<file path="src/rtl/spi_burst_ctrl.sv">
// spi_burst_ctrl: TX/RX FIFO byte-burst sequencer feeding an spi_master core.
// Define SPI_BURST_ABORT_EN to make the abort input terminate a running burst.
module spi_burst_ctrl #(
    parameter int  DEPTH      = 16,
    parameter int  GAP_CYCLES = 0,
    localparam int LW         = $clog2(DEPTH) + 1
) (
    input  logic          clk,
    input  logic          rst_n,
    input  logic          tx_wr_valid,
    input  logic [7:0]    tx_wr_data,
    output logic          tx_wr_ready,
    input  logic          rx_rd_ready,
    output logic          rx_rd_valid,
    output logic [7:0]    rx_rd_data,
    input  logic          burst_start,
    input  logic [7:0]    burst_len,
    input  logic          rx_discard,
    input  logic          clear,
    input  logic          abort,
    output logic          core_start,
    output logic [7:0]    core_tx_data,
    input  logic          core_done,
    input  logic [7:0]    core_rx_data,
    output logic          cs_hold,
    output logic          busy,
    output logic [LW-1:0] tx_level,
    output logic [LW-1:0] rx_level,
    output logic          rx_overflow,
    output logic          irq_done
);
    localparam int AW = LW - 1;
    localparam int GW = GAP_CYCLES > 1 ? $clog2(GAP_CYCLES) : 1;

    typedef enum logic [2:0] {IDLE, LAUNCH, WAIT_DONE, GAP, FINISH} state_t;

    state_t        state_q, state_d;
    logic [7:0]    rem_q, rem_d, txd_q, txd_d;
    logic [GW-1:0] gap_q, gap_d;
    logic          disc_q, disc_d, pend_q, pend_d, cs_q, cs_d;
    logic          irq_q, irq_d, start_q, start_d, ovf_q;
    logic [LW-1:0] tx_wptr_q, tx_rptr_q, rx_wptr_q, rx_rptr_q;
    logic [7:0]    tx_mem [DEPTH];
    logic [7:0]    rx_mem [DEPTH];
    logic          tx_push, tx_pop, rx_push, rx_pop, rx_wr, rx_full, clr, abort_en;

`ifdef SPI_BURST_ABORT_EN
    assign abort_en = abort;
`else
    logic unused_abort;
    assign unused_abort = abort;
    assign abort_en     = 1'b0;
`endif

    // Levels never exceed DEPTH, so the MSB alone marks a full FIFO.
    assign tx_level     = tx_wptr_q - tx_rptr_q;
    assign rx_level     = rx_wptr_q - rx_rptr_q;
    assign tx_wr_ready  = !tx_level[LW-1];
    assign rx_full      = rx_level[LW-1];
    assign rx_rd_valid  = rx_level != '0;
    assign rx_rd_data   = rx_mem[rx_rptr_q[AW-1:0]];
    assign clr          = clear && state_q == IDLE;
    assign tx_push      = tx_wr_valid && tx_wr_ready;
    assign rx_pop       = rx_rd_ready && rx_rd_valid;
    assign rx_wr        = rx_push && (!rx_full || rx_pop);
    assign busy         = state_q != IDLE;
    assign cs_hold      = cs_q;
    assign irq_done     = irq_q;
    assign core_start   = start_q;
    assign core_tx_data = txd_q;
    assign rx_overflow  = ovf_q;

    always_comb begin
        state_d = state_q;
        rem_d   = rem_q;
        gap_d   = gap_q;
        disc_d  = disc_q;
        pend_d  = pend_q;
        cs_d    = cs_q;
        txd_d   = txd_q;
        irq_d   = 1'b0;
        start_d = 1'b0;
        tx_pop  = 1'b0;
        rx_push = 1'b0;
        case (state_q)
            IDLE: if (burst_start && burst_len != 8'd0) begin
                state_d = LAUNCH;
                rem_d   = burst_len;
                disc_d  = rx_discard;
                pend_d  = 1'b0;
                cs_d    = 1'b1;
            end
            LAUNCH: if (abort_en) state_d = FINISH;
            else if (tx_level != '0) begin
                tx_pop  = 1'b1;
                txd_d   = tx_mem[tx_rptr_q[AW-1:0]];
                start_d = 1'b1;
                state_d = WAIT_DONE;
            end
            WAIT_DONE: begin
                // An abort during a transfer is remembered until the byte completes.
                pend_d = pend_q | abort_en;
                if (core_done) begin
                    rx_push = !disc_q;
                    rem_d   = rem_q - 8'd1;
                    gap_d   = GW'(GAP_CYCLES - 1);
                    state_d = (rem_q == 8'd1 || pend_q || abort_en) ? FINISH :
                              (GAP_CYCLES == 0 ? LAUNCH : GAP);
                end
            end
            GAP: if (abort_en) state_d = FINISH;
            else if (gap_q == '0) state_d = LAUNCH;
            else gap_d = gap_q - GW'(1);
            FINISH: begin
                cs_d    = 1'b0;
                irq_d   = 1'b1;
                state_d = IDLE;
            end
            default: state_d = IDLE;
        endcase
    end

    always_ff @(posedge clk or negedge rst_n) begin
        if (!rst_n) begin
            state_q   <= IDLE;
            rem_q     <= '0;
            gap_q     <= '0;
            txd_q     <= '0;
            disc_q    <= 1'b0;
            pend_q    <= 1'b0;
            cs_q      <= 1'b0;
            irq_q     <= 1'b0;
            start_q   <= 1'b0;
            ovf_q     <= 1'b0;
            tx_wptr_q <= '0;
            tx_rptr_q <= '0;
            rx_wptr_q <= '0;
            rx_rptr_q <= '0;
        end else begin
            state_q <= state_d;
            rem_q   <= rem_d;
            gap_q   <= gap_d;
            txd_q   <= txd_d;
            disc_q  <= disc_d;
            pend_q  <= pend_d;
            cs_q    <= cs_d;
            irq_q   <= irq_d;
            start_q <= start_d;
            if (clr) begin
                tx_wptr_q <= '0;
                tx_rptr_q <= '0;
                rx_wptr_q <= '0;
                rx_rptr_q <= '0;
                ovf_q     <= 1'b0;
            end else begin
                if (tx_push) tx_wptr_q <= tx_wptr_q + LW'(1);
                if (tx_pop) tx_rptr_q <= tx_rptr_q + LW'(1);
                if (rx_wr) rx_wptr_q <= rx_wptr_q + LW'(1);
                if (rx_pop) rx_rptr_q <= rx_rptr_q + LW'(1);
                if (rx_push && rx_full && !rx_pop) ovf_q <= 1'b1;
            end
        end
    end

    always_ff @(posedge clk) begin
        if (tx_push) tx_mem[tx_wptr_q[AW-1:0]] <= tx_wr_data;
        if (rx_wr) rx_mem[rx_wptr_q[AW-1:0]] <= core_rx_data;
    end
endmodule
</file>
<file path="config.mk">
export PLATFORM = sky130hd
export DESIGN_NAME = spi_burst_ctrl
export DESIGN_NICKNAME = d
export VERILOG_FILES = /design/src/rtl/spi_burst_ctrl.sv
export SDC_FILE = /design/constraint.sdc
export NUM_CORES = 1
export LEC_CHECK = 0
export ABC_AREA = 1
export CAP_MARGIN = 40
export CELL_PAD_IN_SITES_DETAIL_PLACEMENT = 1
export CELL_PAD_IN_SITES_GLOBAL_PLACEMENT = 1
export CORE_MARGIN = 2
export CORE_UTILIZATION = 38
export CTS_CLUSTER_SIZE = 16
export DETAILED_ROUTE_END_ITERATION = 10
export GPL_ROUTABILITY_DRIVEN = 0
export PLACE_DENSITY_LB_ADDON = 0.1
export SLEW_MARGIN = 20
export SYNTH_ARGS = -nofsm -noshare
export SYNTH_HDL_FRONTEND = slang
export SYNTH_SLANG_ARGS = --single-unit
</file>
<file path="constraint.sdc">
create_clock -name clk -period 7.75 [get_ports clk]
set_input_delay 0.775 -clock clk [delete_from_list [all_inputs] [get_ports clk]]
set_output_delay 0.775 -clock clk [all_outputs]
set_load 0.005 [all_outputs]
</file>
# After elaboration in Yosys (flattened, before gate mapping)

Memories as Yosys holds them, arrays and structs flattened. A register that Yosys moved wholly into a read port is not among the register bits.
Index checks and enable logic that the tools add are counted.

$add $sub $neg: 8
Reductions and logical operators: 32
Multiplexer cells: 33
Equality and inequality tests: 9

Operators by type and width:

| kind                  | count |
|---|---|
| $mux W5               | 8 |
| $add A5 B1 Y5 const B | 4 |
| $mux W8               | 2 |
| $pmux W8 S2           | 1 |
| $reduce_bool A2 Y1    | 8 |
| $mux W3               | 5 |
| $mux W1               | 14 |
| $pmux W3 S4           | 1 |
| $reduce_bool A5 Y1    | 2 |
| $sub A5 B5 Y5         | 2 |
| $eq A8 B1 Y1 const B  | 1 |
| $reduce_and A2 Y1     | 4 |
| $reduce_bool A8 Y1    | 1 |
| $sub A8 B1 Y8 const B | 1 |
| $logic_and A1 B1 Y1   | 7 |
| $eq A3 B2 Y1 const B  | 2 |
| $ne A2 B2 Y1 const B  | 3 |
| $logic_not A1 Y1      | 5 |
| $pmux W1 S2           | 2 |
| $reduce_and A4 Y1     | 1 |
| $eq A3 B1 Y1 const B  | 1 |
| $eq A3 B3 Y1 const B  | 1 |
| $logic_not A3 Y1      | 1 |
| $reduce_and A3 Y1     | 1 |
| other kinds (4)       | 4 |

Bits in registers: 37
Memories: 2
Logic and storage cells: 96
Bits in writable memories: 256
Bits of input ports: 33

Memories:

| name   | depth | width | read ports | clocked after memory_dff | write ports | RTL line | source |
|---|---|---|---|---|---|---|---|
| rx_mem | 16    | 8     | 1          | 0                        | 1           | 44       | `logic [7:0] rx_mem [DEPTH];` |
| tx_mem | 16    | 8     | 1          | 1                        | 1           | 43       | `logic [7:0] tx_mem [DEPTH];` |

# Depth between registers and ports, before layout

Depth in word-level cells: 7
Depth in mapped cells: 14

# Least setup slack after synthesis

OpenSTA, ideal clock, no wires.

Kind: register to register
Start point: register rx_rptr_q[1]
End point: memory rx_mem[4][0] (enable)
Stages on the path, launching flop included: 13
Setup slack: 4.848 ns
Path buffers: 3
Period minus slack after synthesis: 2.902 ns
Required time: 7.367 ns
Arrival: 2.519 ns
Path through: dfrtp_1 -> clkbuf_1 -> inv_1 -> clkbuf_1 -> fa_1 -> nand3_1 -> nand3_1 -> nand2_1 -> inv_2 -> nand2_4 -> nand2_4 -> buf_6 -> nor3_1

Longest elaborated chain between the ends: 7
Elaborated cells between the ends (all ways): 8

Ends and longest elaborated chain:

| item                              | RTL line | source |
|---|---|---|
| start, declared                   | 42       | `logic [LW-1:0] tx_wptr_q, tx_rptr_q, rx_wptr_q, rx_rptr_q;` |
| start signal, assigned            | 159      | `if (rx_pop) rx_rptr_q <= rx_rptr_q + LW'(1);` |
| $sub A5 B5 Y5 (*)                 | 57       | `assign rx_level = rx_wptr_q - rx_rptr_q;` |
| via rx_level[4]                   | 28       | `output logic [LW-1:0] rx_level,` |
| $reduce_bool A5 Y1                | 60       | `assign rx_rd_valid = rx_level != '0;` |
| $logic_and A1 B1 Y1               | 64       | `assign rx_pop = rx_rd_ready && rx_rd_valid;` |
| $logic_or A1 B1 Y1 (*)            | 65       | `assign rx_wr = rx_push && (!rx_full \|\| rx_pop);` |
| $logic_and A1 B1 Y1 (*)           | 65       |  |
| $mux W1 (*)                       | 167      | `if (rx_wr) rx_mem[rx_wptr_q[AW-1:0]] <= core_rx_data;` |
| $mux W1 (not written as such) (*) | 167      |  |
| end, declared                     | 44       |  |

The timed path passes the listed nets; every way through them passes the cells marked *.

# Worst setup path in the final report

Start point: register rx_rptr_q[0]
End point: output rx_rd_data[0]

Longest elaborated chain between the ends: 1

Ends and longest elaborated chain:

| item           | RTL line | source |
|---|---|---|
| $mem_v2 Z16 W8 | --       |  |
| end, declared  | 15       | `output logic [7:0] rx_rd_data,` |

No other way between the ends.

==> summary.txt <==
Setup path
  • Data required time at the worst endpoint: ~7 ns
  • Category of the worst setup path capture point: output port
  • Crit path from: rx_rptr_q[0]
  • Launching element type of the critical path: register
  • Crit path max fanout: 65
  • Arrival time worst endpoint: between 3 and 4 ns
  • Critical path class: reg -> out
  • R2R Path Start: tx_rptr_q[2]

Synthesis
  • Post-Syn Instances: between 1000 and 1500
  • Net count after synthesis: ~1200
  • Cell area after synthesis: 13100 um2
  • Flip-flop and latch count after synthesis: approximately 300
  • Yosys warning count: 0
  • Async set-reset flop share out of synthesis: ~15%
  • Portion of the post-synthesis area used by sequential elements: a little under 70%
  • Synthesized area per cell: 11.0 um2
  • Count of different cell masters after synthesis: 34
  • Dominant register cell in the synthesized netlist: edfxtp_1
  • Number of synthesized flops with an enable pin: 256

Timing
  • Final clock period utilization by the worst path: approximately 52%
  • Hold violation count in the final report: 0
  • Final-report setup violation count: 0
  • Transition time at the pin with the least slew margin: just over 0.8 ns
  • Rel. slew slack: between 40% and 50%
  • Maximum clock frequency: 247 MHz
  • Worst setup skew after layout: 0.0167 ns
  • Setup repair after global routing missed its margin: no
  • Shortest clock period the worst path allows after layout: between 4 and 5 ns
  • Final worst-path setup slack: roughly 3.7 ns
  • Setup TNS: 0 ns
  • Hold slack final: about 0.37 ns
  • Final-report max-slew violation count: 0

Clocking
  • Clock transition at path regs: ~0.06 ns
  • CTS buffer count: 35
  • CTS H-Tree Depth: 2
  • Clock Tree Root: clkbuf_16
  • Later-pin clock latency in the skew report: between 0.5 and 0.6 ns
  • Post-cts gate resize count: 0
  • Number of hold buffers added after cts: 0
  • Sink Count: between 300 and 400
  • TritonCTS clock tree: yes
  • Buffer levels on the longest clock path: 3
  • Number of post-CTS setup repair buffers: 0

Die
  • Horizontal extent of the die: 189 um
  • Y dimension of the die: ~190 um
  • Placeable Area: around 34000 um2
  • Total I/O pin count: 66
  • Initial Util: between 30 and 40%
  • Die area: roughly 36000 um2
  • FP Rows: 67

Global route
  • Global-route wire length before repair: around 50 mm
  • GRT Residual Overflow: 0
  • Maximum number of pins on one net before global-route repair: 68
  • Total Routing Usage GR: between 10% and 20%
  • Initial antenna violation count: 0
  • Via count of the first global-routing pass: 9217

Job
  • Number of maximum-capacitance constraint violations: 0

Power
  • IR Drop Worst-Case VDD: just over 200 uV
  • PD cells: between 300 and 400 nW/um2
  • Final Total Pwr: between 5 and 6 mW
  • Leakage Power: about 5.7 nW

Layout
  • Share of final-layout standard cells stronger than drive strength 1: about 8.0%
  • Total area of multi-input combinational cells: about 3700 um2
  • Fin area: 15400 um2
  • Final standard cell count with taps included and fillers excluded: roughly 1700
  • Leading cell types in the layout, fill and taps excluded: edfxtp_1, nor2_1, nand2_1, o21ai_0, nand3_1
  • Flip-flop and latch area: between 8000 and 9000 um2
  • Most frequent standard cell in the layout excluding fill and tap cells: edfxtp_1
  • Antenna diode instance count: 0
  • Post-Route Utilization: a little under half
  • Fillers: roughly 3700
  • Post-layout nets: 1327
  • Area growth from synthesis to final layout: 17.7%

Routing
  • Wire length after detailed routing: between 30 and 40 mm
  • Detailed-route via count: slightly below 9000
  • Post-route DRC violation count: 0
  • Router iterations before antenna repair: 4
  • DRC marker count from the first detailed-route iteration: between 400 and 500
  • Mean routed wirelength per cell: roughly 19 um
  • Number of antenna-violating nets in the routed design: 0
  • Avg Vias per Cell: roughly 5.1

Run status
  • Outcome: finished clean

Place
  • Setup slack after placement: about 3.8 ns
  • Area post-placement: roughly 14000 um2
  • DP Cell Count: 1672
  • HPWL after DPL: between 20 and 25 mm
  • Number of buffer cells added on primary ports: 64

Hold path
  • Class of the tightest hold or removal check: in -> async
[Yosys cell counts (17+ instances only)]
library cell    n  share of area (%)
nand3_1        87                3.3
nand4_1        17               0.81
dfrtp_1        45                8.6
clkbuf_1       30               0.86
nor2_1        234                6.7
o21ai_0       150                5.7
nand2_1       174                5.0
inv_1          58                1.7
ha_1           20                1.9
edfxtp_1      256                 59
buf_2          18               0.69
[registers in the layout, indices dropped and copies added (netlist names)]
register,cells
irq_done,1
cs_hold,1
disc_q,1
state_q,3
tx_rptr_q,5
rx_overflow,1
tx_mem,128
rx_rptr_q,5
tx_wptr_q,5
core_start,1
rx_mem,128
gap_q,1
rem_q,8
rx_wptr_q,5
core_tx_data,8
[worst paths after layout]
path | to | slack, ns | cells past startpoint
worst max-delay path | rx_rd_data[0] | 3.71 | 8
worst min-delay path | core_tx_data[3] | 0.37 | 2
worst max register to register | tx_mem[10][6] | 3.97 | 10
worst min register to register | core_tx_data[7] | 0.48 | 2
max in group asynchronous | rx_rptr_q[0] | 6.88 | 2
min in group clk | core_tx_data[7] | 0.48 | 2
[area by class of cell]
| cell class | count | share of cell area (%) |
|---|---|---|
| Clock buffer | 45 | 6.22 |
| Clock inverter | 18 | 0.830 |
| Inverter | 65 | 1.59 |
| Multi-Input combinational cell | 770 | 24.3 |
| Sequential cell | 301 | 57.3 |
| Tap cell | 448 | 3.65 |
| Timing Repair Buffer | 99 | 6.05 |
[layer usage]
layer / wire [um] / track usage [%] / up-vias
met5: 0 / 0 / -
met2: 16200 / 32.4 / 116
met1: 14900 / 23.9 / 4360
met4: 712 / 5.10 / 0
met3: 934 / 2.48 / 44
li1: - / - / 4302
[worst max-delay path: stages (launching register included)]
cell and delay [ns]:
dfrtp_2 0.41, buf_4 0.55, inv_2 0.39, buf_12 0.29, o21ai_0 0.16, o21ai_0 0.09, o211ai_1 0.23, nand3_1 0.13
clkdlybuf4s50_1 0.49
[cells by family after synthesis]
family                   share of synthesized area, %
AND/OR/NAND/NOR                                  17.4
flip-flops                                       67.5
AO/OA/AOI/OAI                                    7.84
buffers and inverters                            3.91
adder cells (fa/ha/maj)                          2.22
XOR/XNOR                                         1.21
[power breakdown]
group          internal [mW]  total [mW]  switching (mW)
clock network          0.909        1.55           0.646
registers               1.90        1.99          0.0856
logic                  0.739        1.98            1.24
total                   3.55        5.52            1.97
(Power assumes the default switching activity.)
